===== src/rtl/c2v_serial_expand_pkg.sv =====
// c2v_serial_expand_pkg: shared constants, record type and FSM encoding for the C2V expander
package c2v_serial_expand_pkg;
  localparam int CN_DEGREE_DEF = 10;
  localparam int QUAN_SIZE_DEF = 3;
  function automatic int idx_width(input int deg);
    return (deg <= 2) ? 1 : $clog2(deg);
  endfunction
  localparam int IDX_WIDTH_DEF = idx_width(CN_DEGREE_DEF);
  typedef enum logic {IDLE = 1'b0, EMIT = 1'b1} state_t;
  typedef struct packed {
    logic [QUAN_SIZE_DEF-1:0] m1;
    logic [QUAN_SIZE_DEF-1:0] m2;
    logic [IDX_WIDTH_DEF-1:0] min_index;
    logic [CN_DEGREE_DEF-1:0] signs;
    logic                     sign_prod;
  } rec_t;
endpackage


===== src/rtl/c2v_rec_buf.sv =====
// c2v_rec_buf: two-slot (active/pending) record buffer with load and move logic
module c2v_rec_buf
  import c2v_serial_expand_pkg::*;
(
  input  logic i_clk,
  input  logic i_rstn,
  input  logic i_valid,
  input  logic i_act_valid,
  input  logic i_done,
  input  rec_t i_rec,
  output logic o_ready,
  output rec_t o_act
);
  logic r_pend_valid;
  rec_t r_act;
  rec_t r_pend;
  logic w_accept;
  logic w_to_act;
  logic w_to_pend;
  assign w_accept  = i_valid & ~r_pend_valid;
  assign w_to_act  = w_accept & (~i_act_valid | i_done);
  assign w_to_pend = w_accept & i_act_valid & ~i_done;
  assign o_ready   = ~r_pend_valid;
  assign o_act     = r_act;
  always_ff @(posedge i_clk or negedge i_rstn) begin
    if (!i_rstn) begin
      r_pend_valid <= 1'b0;
      r_act        <= '0;
      r_pend       <= '0;
    end else begin
      r_pend_valid <= w_to_pend | (r_pend_valid & ~i_done);
      if (w_to_act) r_act <= i_rec;
      else if (i_done & r_pend_valid) r_act <= r_pend;
      if (w_to_pend) r_pend <= i_rec;
    end
  end
endmodule


===== src/rtl/c2v_serial_expand.sv =====
// c2v_serial_expand: expands a compressed check-node record into CN_DEGREE serial C2V beats
module c2v_serial_expand
  import c2v_serial_expand_pkg::*;
#(
  parameter int QUAN_SIZE = QUAN_SIZE_DEF,
  parameter int CN_DEGREE = CN_DEGREE_DEF,
  parameter int IDX_WIDTH = IDX_WIDTH_DEF
) (
  input  logic                 sys_clk,
  input  logic                 rstn,
  input  logic                 in_valid,
  output logic                 in_ready,
  input  logic [QUAN_SIZE-1:0] in_m1,
  input  logic [QUAN_SIZE-1:0] in_m2,
  input  logic [IDX_WIDTH-1:0] in_min_index,
  input  logic [CN_DEGREE-1:0] in_signs,
  output logic                 out_valid,
  input  logic                 out_ready,
  output logic [QUAN_SIZE-1:0] out_mag,
  output logic                 out_sign,
  output logic [IDX_WIDTH-1:0] out_edge,
  output logic                 out_last
);
  state_t               r_state;
  state_t               w_state_nxt;
  logic [IDX_WIDTH-1:0] r_edge_cnt;
  rec_t                 w_rec;
  rec_t                 w_act;
  logic                 w_emit;
  logic                 w_accept;
  logic                 w_hs;
  logic                 w_last;
  logic                 w_done;
  logic                 w_hit;
  assign w_rec = '{
    m1:        QUAN_SIZE_DEF'(in_m1),
    m2:        QUAN_SIZE_DEF'(in_m2),
    min_index: IDX_WIDTH_DEF'(in_min_index),
    signs:     CN_DEGREE_DEF'(in_signs),
    sign_prod: ^in_signs
  };
  c2v_rec_buf u_buf (
    .i_clk      (sys_clk),
    .i_rstn     (rstn),
    .i_valid    (in_valid),
    .i_act_valid(w_emit),
    .i_done     (w_done),
    .i_rec      (w_rec),
    .o_ready    (in_ready),
    .o_act      (w_act)
  );
  assign w_emit   = r_state == EMIT;
  assign w_accept = in_valid & in_ready;
  assign w_hs     = w_emit & out_ready;
  assign w_last   = r_edge_cnt == IDX_WIDTH'(CN_DEGREE - 1);
  assign w_done   = w_hs & w_last;
  assign w_hit    = r_edge_cnt == IDX_WIDTH'(w_act.min_index);
  // in_ready high on the last beat means no pending record can refill ACTIVE
  always_comb begin
    w_state_nxt = (r_state == IDLE) ? (w_accept ? EMIT : IDLE)
                                    : ((w_done & in_ready & ~w_accept) ? IDLE : EMIT);
  end
  always_ff @(posedge sys_clk or negedge rstn) begin
    if (!rstn) begin
      r_state    <= IDLE;
      r_edge_cnt <= '0;
    end else begin
      r_state <= w_state_nxt;
      if (w_hs) r_edge_cnt <= w_last ? '0 : r_edge_cnt + 1'b1;
    end
  end
  always_comb begin
    out_valid = w_emit;
    out_mag   = w_emit ? QUAN_SIZE'(w_hit ? w_act.m2 : w_act.m1) : '0;
    out_sign  = w_emit & (w_act.sign_prod ^ w_act.signs[r_edge_cnt]);
    out_edge  = w_emit ? r_edge_cnt : '0;
    out_last  = w_emit & w_last;
  end
endmodule

===== config.mk =====
export PLATFORM = sky130hd
export DESIGN_NAME = c2v_serial_expand
export DESIGN_NICKNAME = d
export VERILOG_FILES = /design/src/rtl/c2v_serial_expand_pkg.sv /design/src/rtl/c2v_rec_buf.sv /design/src/rtl/c2v_serial_expand.sv
export SDC_FILE = /design/constraint.sdc
export NUM_CORES = 1
export LEC_CHECK = 0
export BUFFER_PORTS_ARGS = -buffer_cell sky130_fd_sc_hd__clkbuf_2
export CORE_UTILIZATION = 40
export CTS_CLUSTER_DIAMETER = 150
export DETAILED_ROUTE_END_ITERATION = 10
export SLEW_MARGIN = 40
export SYNTH_ARGS = -nofsm -noshare
export SYNTH_HDL_FRONTEND = slang
export SYNTH_HIERARCHICAL = 1
export SYNTH_SLANG_ARGS = --single-unit

===== constraint.sdc =====
create_clock -name sys_clk -period 2.7 [get_ports sys_clk]
set_input_delay 0.675 -clock sys_clk [delete_from_list [all_inputs] [get_ports sys_clk]]
set_output_delay 0.675 -clock sys_clk [all_outputs]
set_load 0.02 [all_outputs]

======== After elaboration in Yosys (flattened, before gate mapping) ========
Cells that the tools add are included.
word-level totals
  bits in registers ....................... 48
  input bits .............................. 24
  output and inout bits ................... 11
  logic and storage cells ................. 49
cells by class
  $add $sub $neg .......................... 1
  order comparisons ....................... 1
  equality and inequality tests ........... 2
  mux-type cells .......................... 11
  bitwise logic cells ..................... 19
  reduce and logical (&&, ||, !) cells .... 2
operators by type and width
  kind                                                                           count
  21-bit two-way mux                                                             2
  1-bit bitwise AND                                                              12
  10-bit XOR reduction                                                           1
  4-bit two-way mux                                                              2
  3-bit two-way mux                                                              2
  4-bit by 5-bit less-than comparator with 1-bit output (second input constant)  1
  4-bit by 1-bit adder with 4-bit output (second input constant)                 1
  1-bit binary-select mux with 4-bit select                                      1
  4-bit == test                                                                  1
  4-bit == test (second input constant)                                          1
  1-bit two-way mux                                                              4
  1-bit inverter                                                                 4
  1-bit OR                                                                       2
  2-bit nonzero test                                                             1
  1-bit bitwise XOR                                                              1

======== Depth between registers and ports, before layout ========
Gate-level depths: netlist (run 1).
  depth after elaboration ................. 6
  gate-level depth with buffers ........... 7
  mapped depth without buffers ............ 5

======== Hierarchy ========
Netlist (run 1), hierarchy kept.
modules (own cells, without submodules)
  module             times used  cells an instance  area each (um^2)  sequential area each (um^2)
  c2v_rec_buf        1           118                2043.2            1076.0
  c2v_serial_expand  1           65                 595.6             125.1

======== Worst setup path before layout (run 1) ========
No wires, ideal clock.
  path kind ............................... register to output
  from .................................... register r_edge_cnt[0]
  to ...................................... output port out_sign
  arrival ................................. 1.498 ns
  required time ........................... 2.025 ns
  setup slack ............................. 0.527 ns
  stages on the path, launching flop included .. 6
  path buffers ............................ 1
  cell sequence ........................... dfrtp_1 buf_6 mux4_2 or2_1 a2bb2oi_1 o211ai_1
between the ends
  cells in the longest elaborated chain, start to end .. 4
ends and longest elaborated chain
  item                                       RTL line                 text
  start, declared                            c2v_serial_expand.sv:26  logic [IDX_WIDTH-1:0] r_edge_cnt;
  start signal, assigned                     c2v_serial_expand.sv:69  if (w_hs) r_edge_cnt <= w_last ? '0 : r_edge_cnt + 1'b1;
  1-bit binary-select mux with 4-bit select  c2v_serial_expand.sv:75  out_sign = w_emit & (w_act.sign_prod ^ w_act.signs[r_edge_cnt]);
  1-bit two-way mux (not written as such)    c2v_serial_expand.sv:75
  1-bit bitwise XOR                          c2v_serial_expand.sv:75
  1-bit bitwise AND                          c2v_serial_expand.sv:75
  end, declared                              c2v_serial_expand.sv:20  output logic out_sign,
No other way between the ends. The select of a mux whose other input is x is not followed.

======== Worst setup path in the final report (run 1) ========
Same ends and word-level chain as after synthesis.

==> summary.md, run 1 <==
| Metric | Value |
|---|---|
| Outcome | completed |
| Syn Area/Cell | 14.4 um^2 |
| Max cap viols | 0 |
| WL per Instance | 15.5 um |
| Antenna diode count | 0 |
| Synth top area cells | dfrtp_1, mux2_4, mux2_2 |
| Power Dens Cells | 405 nW/um^2 |
| Actual slew at the worst max-slew pin | 716 ps |
| CTS tree | done |
| First-pass GRT wire length | 8.13 mm |
| Peak VDD IR | 241 uV |
| Minimum clock period | 2560 ps |
| # port buffers | 34 |
| Post-synth top flop | dfrtp_1 |
| Root buf cell | clkbuf_8 |
| Synth async-reset ratio | 100% |
| Site row count | 29 |
| Cell Chain, Critical Path | mux4_2, or2_1, a2bb2oi_1, o211ai_1, clkbuf_2 |
| Clock Latency Late Sink | 300 ps |
| EDFF count, synth | 0 |
| Cell taking the most area after synthesis | dfrtp_1 |
| Synth warnings | 6 |
| Buf/Inv on CP | 1 |
| DR pass1 iterations | 4 |
| CP Capture Type | primary output |
| Setup Viol. Count Final | 0 |
| DR vias/cell | 4.93 |
| Max clock buf depth | 2 |
| Post-synthesis sequential area ratio | 45.5% |
| Hold Path Class | primary input to async pin |
| WL final | 4.74 mm |
| CTS HTree Levels | 2 |
| Crit-path max FO | 6 |
| Nets | 251 |
| Fmax | 0.390 GHz |
| Design area | 3050 um^2 |
| Net count of the mapped netlist | 207 |
| Fin Hold WS | 408 ps |
| Clock sinks | 48 |
| Starting Density | 41.6% |
| Area Growth Syn to Fin | 15.6% |
| Total core area | 6350 um^2 |
| CTS Buf Count | 5 |
| Share of the synthesized area in the top cell type | 45.5% |
| Layout cell share with drive strength beyond 1 | 55.7% |
| Worst Setup Start Kind | register |
| RSZ-0062 raised after global routing | false |
| Critical-path top delay cell | mux4_2 |
| Overall Global Routing Usage | 15.0% |
| Total number of vias | 1504 |
| I/O pin count | 35 |
| Synth Instances | 183 |
| Clk_skew | 11.0 ps |
| Pleak | 1.64 nW |
| Largest net degree at the start of global routing | 28 |
| Initial antenna violation count | 0 |
| Flops & latches, synth | 48 |
| Slew headroom | 52.3% |
| Fin Setup TNS | 0 ps |
| Total gr overflow | 0 |
| # fillers | 589 |
| Crit path arrival time | 1890 ps |
| Kind of critical path | register to primary output |
| Routability Congestion | 0.738 |
| Mapped cell area | 2640 um^2 |
| DR iter-0 viols | 83 |
| Slowest stage delay, CP | 500 ps |
| Multi-input gate area | 1350 um^2 |
| Dpl cell area | 2890 um^2 |
| Antenna Violating Nets Remaining | 0 |
| Drc violations | 0 |
| Die Y | 83.2 um |
| Unique masters post-synth | 31 |
| HPWL Detailed | 3.38 mm |
| Final period utilization | 95.0% |
| Cell family with most CP delay | multiplexers |
| Worst EP required | 2030 ps |
| Clk slew on worst S/H paths | 90 ps |
| Sequential cell area | 1210 um^2 |
| Max Slew Vio Count | 0 |
| Vias in the first global route | 1597 |
| Final hold violation count | 0 |
| Die width | 83.2 um |
| DIE AREA | 6930 um^2 |
per-stage QoR:
| step | util, % | std cells | setup WS [ps] | power (mW) |
|---|---|---|---|---|
| floorplan | - | 183 | 527 | 0.760 |
| detailed placement | 45.6 | 292 | 367 | 0.807 |
| global placement | 45.6 | 292 | 393 | 0.807 |
| CTS | 47.1 | 300 | 21.2 | 1.26 |
| global route | 48.0 | 305 | 17.9 | 1.29 |
| finish | 48.0 | 305 | 135 | 1.23 |
worst reg2reg max path, cell delays in order, from the launching register on:
cell and delay [ps]:
dfrtp_2 450, or3b_4 440, nor2_1 300, nand2b_4 220, nand3_1 80, buf_4 270, mux2_4 340
sequential cells by signal (all words and copies together) (netlist names):
signal,count
out_valid,1
r_edge_cnt,4
u_buf/o_act,21
u_buf/r_pend,21
u_buf/r_pend_valid,1
placed cells by master, fill, tap and decap left out, drive strengths merged, types with 3 or more instances in the layout:
master and n:
nor2b 4, nand3 3, nor2 3, clkbuf 41
and2 5, xor2 5, xnor2 11, buf 13
mux2i 7, dfrtp 48, mux2 63, nand2 6
cell type report:
type | count | area share, %
sequential | 48 | 39.6
tap | 77 | 3.16
timing repair buffer | 47 | 9.60
clock buffer | 7 | 2.83
inverter | 2 | 0.246
clock inverter | 1 | 0.246
multi-input combinational | 123 | 44.4
worst paths after layout:
kind | start | end | slack, ps | cells past startpoint
worst max register to register | r_edge_cnt[2] | u_buf/o_act[12] | 500 | 6
min in group sys_clk | u_buf/r_pend[19] | u_buf/r_pend[19] | 490 | 1
worst min-delay path | rstn | u_buf/o_act[2] | 410 | 1
worst min register to register | u_buf/r_pend[19] | u_buf/r_pend[19] | 490 | 1
worst max-delay path | r_edge_cnt[0] | out_sign | 140 | 5
max in group asynchronous | rstn | u_buf/r_pend[12] | 1640 | 2
where the power goes:
part | internal, mW | switching (mW) | leakage [nW]
combinational | 0.0313 | 0.0405 | 0.941
clock | 0.208 | 0.236 | 0.0445
sequential | 0.718 | 0 | 0.659
layer usage:
| layer | vias to the layer above | global-route usage (%) | share of wire, % |
|---|---|---|---|
| met5 | - | 0 | 0 |
| met4 | 0 | 4.23 | 1.2 |
| met3 | 5 | 3.68 | 4.6 |
| met2 | 24 | 23.4 | 47 |
| met1 | 751 | 20.9 | 47 |
| li1 | 724 | - | - |
timing repair:
| item | in CTS | in global routing |
|---|---|---|
| hold buffers | 0 | 0 |
| setup endpoints to repair | 0 | 4 |
| buffers inserted | 0 | 5 |
| resized for setup | 0 | 5 |
cells in the mapped netlist (2+ instances only):
master,count
dfrtp_1,48
mux2_2,22
xnor2_1,11
nor2b_1,4
mux2_4,40
inv_1,2
xor2_1,5
and2_1,5
nand3_1,3
nor2_1,3
buf_6,3
and2b_1,2
o211ai_1,2
mux2i_1,7
buf_4,6
nand2_1,5
cells by family (layout without fill, tap and decap cells):
| family | after synthesis | after routing | synth area share (%) |
|---|---|---|---|
| flip-flops | 48 | 48 | 45.5 |
| AND/OR/NAND/NOR | 29 | 29 | 7.59 |
| AO/OA/AOI/OAI | 7 | 7 | 2.04 |
| XOR/XNOR | 16 | 16 | 5.31 |
| buffers and inverters | 12 | 57 | 3.46 |
| multiplexers | 71 | 71 | 36.1 |
No activity file was read; power rests on OpenSTA's default activity.
==> inputs of run 2 (changes only) <==
CORE_MARGIN = 10   (was not set)
REMOVE_ABC_BUFFERS = 1   (was not set)
==> run 2 against run 1 <==
  * Sequential share of layout area rose by 0.60 points
  * Combinational power fell by 3.1%
  * Largest cell class unchanged
  * Non-clock buffer count fell by 7
  * Die area rose by 48%
  * Sequential power barely moved
  * Global-route usage fell by 4.8 points
  * First-iteration DRC count fell by 49%
  * Via count fell by 0.20%
  * Clock power rose by 17%
  * Hold slack improved by 52 ps
  * Setup slack got worse by 23 ps
  * Highest routed layer unchanged
==> summary.md, run 2 (synthesis results as in run 1) <==
| Metric | Value |
|---|---|
| Outcome | completed (unchanged) |
| Dpl cell area | 2880 um^2 (was 2890 um^2) |
| Area Growth Syn to Fin | 13.7% (was 15.6%) |
| Pre-CTS setup slack | 375 ps (was 367 ps) |
| Initial antenna violation count | 0 (unchanged) |
| Minimum clock period | 2590 ps (was 2560 ps) |
| CTS HTree Levels | 2 (unchanged) |
| Layout cell share with drive strength beyond 1 | 54.3% (was 55.7%) |
| Clock Latency Late Sink | 310 ps (was 300 ps) |
| WL final | 5.06 mm (was 4.74 mm) |
| Fmax | 0.386 GHz (was 0.390 GHz) |
| CP Capture Type | primary output (unchanged) |
| Commonest non-fill, non-tap cell in the layout | dfrtp_1 (unchanged) |
| Die Y | 101 um (was 83.2 um) |
| Vias in the first global route | 1644 (was 1597) |
| Flop-to-flop setup slack | 490 ps (was 500 ps) |
| Largest net degree at the start of global routing | 49 (was 28) |
| Most frequent cells in the layout | dfrtp_1, mux2_4, clkbuf_2 (unchanged) |
| Root buf cell | clkbuf_8 (unchanged) |
| Antenna diode count | 0 (unchanged) |
| DIE AREA | 10200 um^2 (was 6930 um^2) |
| Final hold violation count | 0 (unchanged) |
| CTS tree | done (unchanged) |
| Setup Viol. Count Final | 0 (unchanged) |
| DR iter-0 viols | 42 (was 83) |
| Core Util, Final | 47.0% (was 48.0%) |
| CTS Buf Count | 5 (unchanged) |
| Routability Congestion | 0.768 (was 0.738) |
| Slew headroom | 58.7% (was 52.3%) |
| Non-filler cells, final | 298 (was 305) |
| Antenna Violating Nets Remaining | 0 (unchanged) |
| Crit-path max FO | 9 (was 6) |
| Starting Density | 41.3% (was 41.6%) |
| Worst EP required | 2030 ps (about the same) |
| Max cap viols | 0 (unchanged) |
| Hold Path Class | primary input to async pin (unchanged) |
| Kind of critical path | register to primary output (unchanged) |
| First-pass GRT wire length | 8.40 mm (was 8.13 mm) |
| Pleak | 1.62 nW (was 1.64 nW) |
| DR vias/cell | 5.04 (was 4.93) |
| Inst Count DP | 290 (was 292) |
| Final period utilization | 95.9% (was 95.0%) |
| Clock sinks | 48 (unchanged) |
| Power Dens Cells | 435 nW/um^2 (was 405 nW/um^2) |
| Die width | 101 um (was 83.2 um) |
| # port buffers | 34 (unchanged) |
| Max clock buf depth | 2 (unchanged) |
| Worst Setup Start Kind | register (unchanged) |
| Actual slew at the worst max-slew pin | 620 ps (was 716 ps) |
| WL per Instance | 17.0 um (was 15.5 um) |
| Total gr overflow | 0 (unchanged) |
| Overall Global Routing Usage | 10.2% (was 15.0%) |
| Drc violations | 0 (unchanged) |
| RSZ-0062 raised after global routing | false (unchanged) |
| Total core area | 6390 um^2 (was 6350 um^2) |
| Site row count | 29 (unchanged) |
| Max Slew Vio Count | 0 (unchanged) |
| HPWL Detailed | 3.51 mm (was 3.38 mm) |
| DR pass1 iterations | 4 (unchanged) |
| Fin Hold WS | 460 ps (was 408 ps) |
| Total number of vias | 1501 (was 1504) |
| Clk_skew | 10.3 ps (was 11.0 ps) |
| I/O pin count | 35 (unchanged) |
| Crit path arrival time | 1910 ps (was 1890 ps) |
| Clk slew on worst S/H paths | 90 ps (about the same) |
| Peak VDD IR | 225 uV (was 241 uV) |
| Setup ws final | 112 ps (was 135 ps) |
| Design area | 3000 um^2 (was 3050 um^2) |
| FF-to-FF path depth | 6 (unchanged) |
| Nets | 244 (was 251) |
[run 2: cell count changes in the layout (fill, tap and decap cells not counted), sizes merged]
cell    delta
bufinv     +1
buf        -7
clkbuf     -2
clkinv     +1
[run 2: per-layer routing]
layer,GRT usage [%],vias up,part of all wire (%)
met2,15.9,20,47
met1,12.9,761,47
met4,3.86,0,1.7
li1,-,714,-
met5,0,-,0
met3,3.40,6,4.4
[run 2: area by class of cell]
| class | instances | area, um^2 |
|---|---|---|
| fillers | 585 | 3390 |
| multi-input cells | 123 | 1350 |
| flip-flops and latches | 48 | 1200 |
| repair buffers | 40 | 228 |
| well taps | 77 | 96.3 |
| clock buffers | 5 | 68.8 |
| clock inverters | 3 | 42.5 |
| inverters | 2 | 7.51 |
[run 2: stage by stage]
stage,power (mW),setup TNS [ps]
finish,1.31,0
global route,1.37,0
CTS,1.33,0
detailed placement,0.804,0
floorplan,0.760,-745
global placement,0.804,0
[run 2: final timing paths]
kind / endpoint / startpoint
min: u_buf/r_pend[9] / rstn
min reg2reg: u_buf/r_pend[19] / u_buf/r_pend[19]
max: out_sign / r_edge_cnt[2]
min in group sys_clk: u_buf/r_pend[19] / u_buf/r_pend[19]
max in group asynchronous: r_edge_cnt[1] / rstn
max reg2reg: u_buf/o_act[15] / r_edge_cnt[2]
[run 2: where the power goes]
part           switching [mW]  total, mW  internal (mW)
combinational          0.0392     0.0696         0.0304
clock                   0.245      0.519          0.274
sequential                  0      0.718          0.718
[run 2: critical path, stage by stage, from the launching register on]
cell,delay (ps)
dfrtp_2,490
or3b_4,450
o211ai_1,230
a2bb2oi_1,170
o211ai_1,100
clkbuf_2,170
[run 2: timing repair]
| action | CTS | global route |
|---|---|---|
| buffers inserted | 0 | 0 |
| endpoints found under the setup margin | 0 | 4 |
| hold buffers | 0 | 0 |
| resized for setup | 0 | 4 |
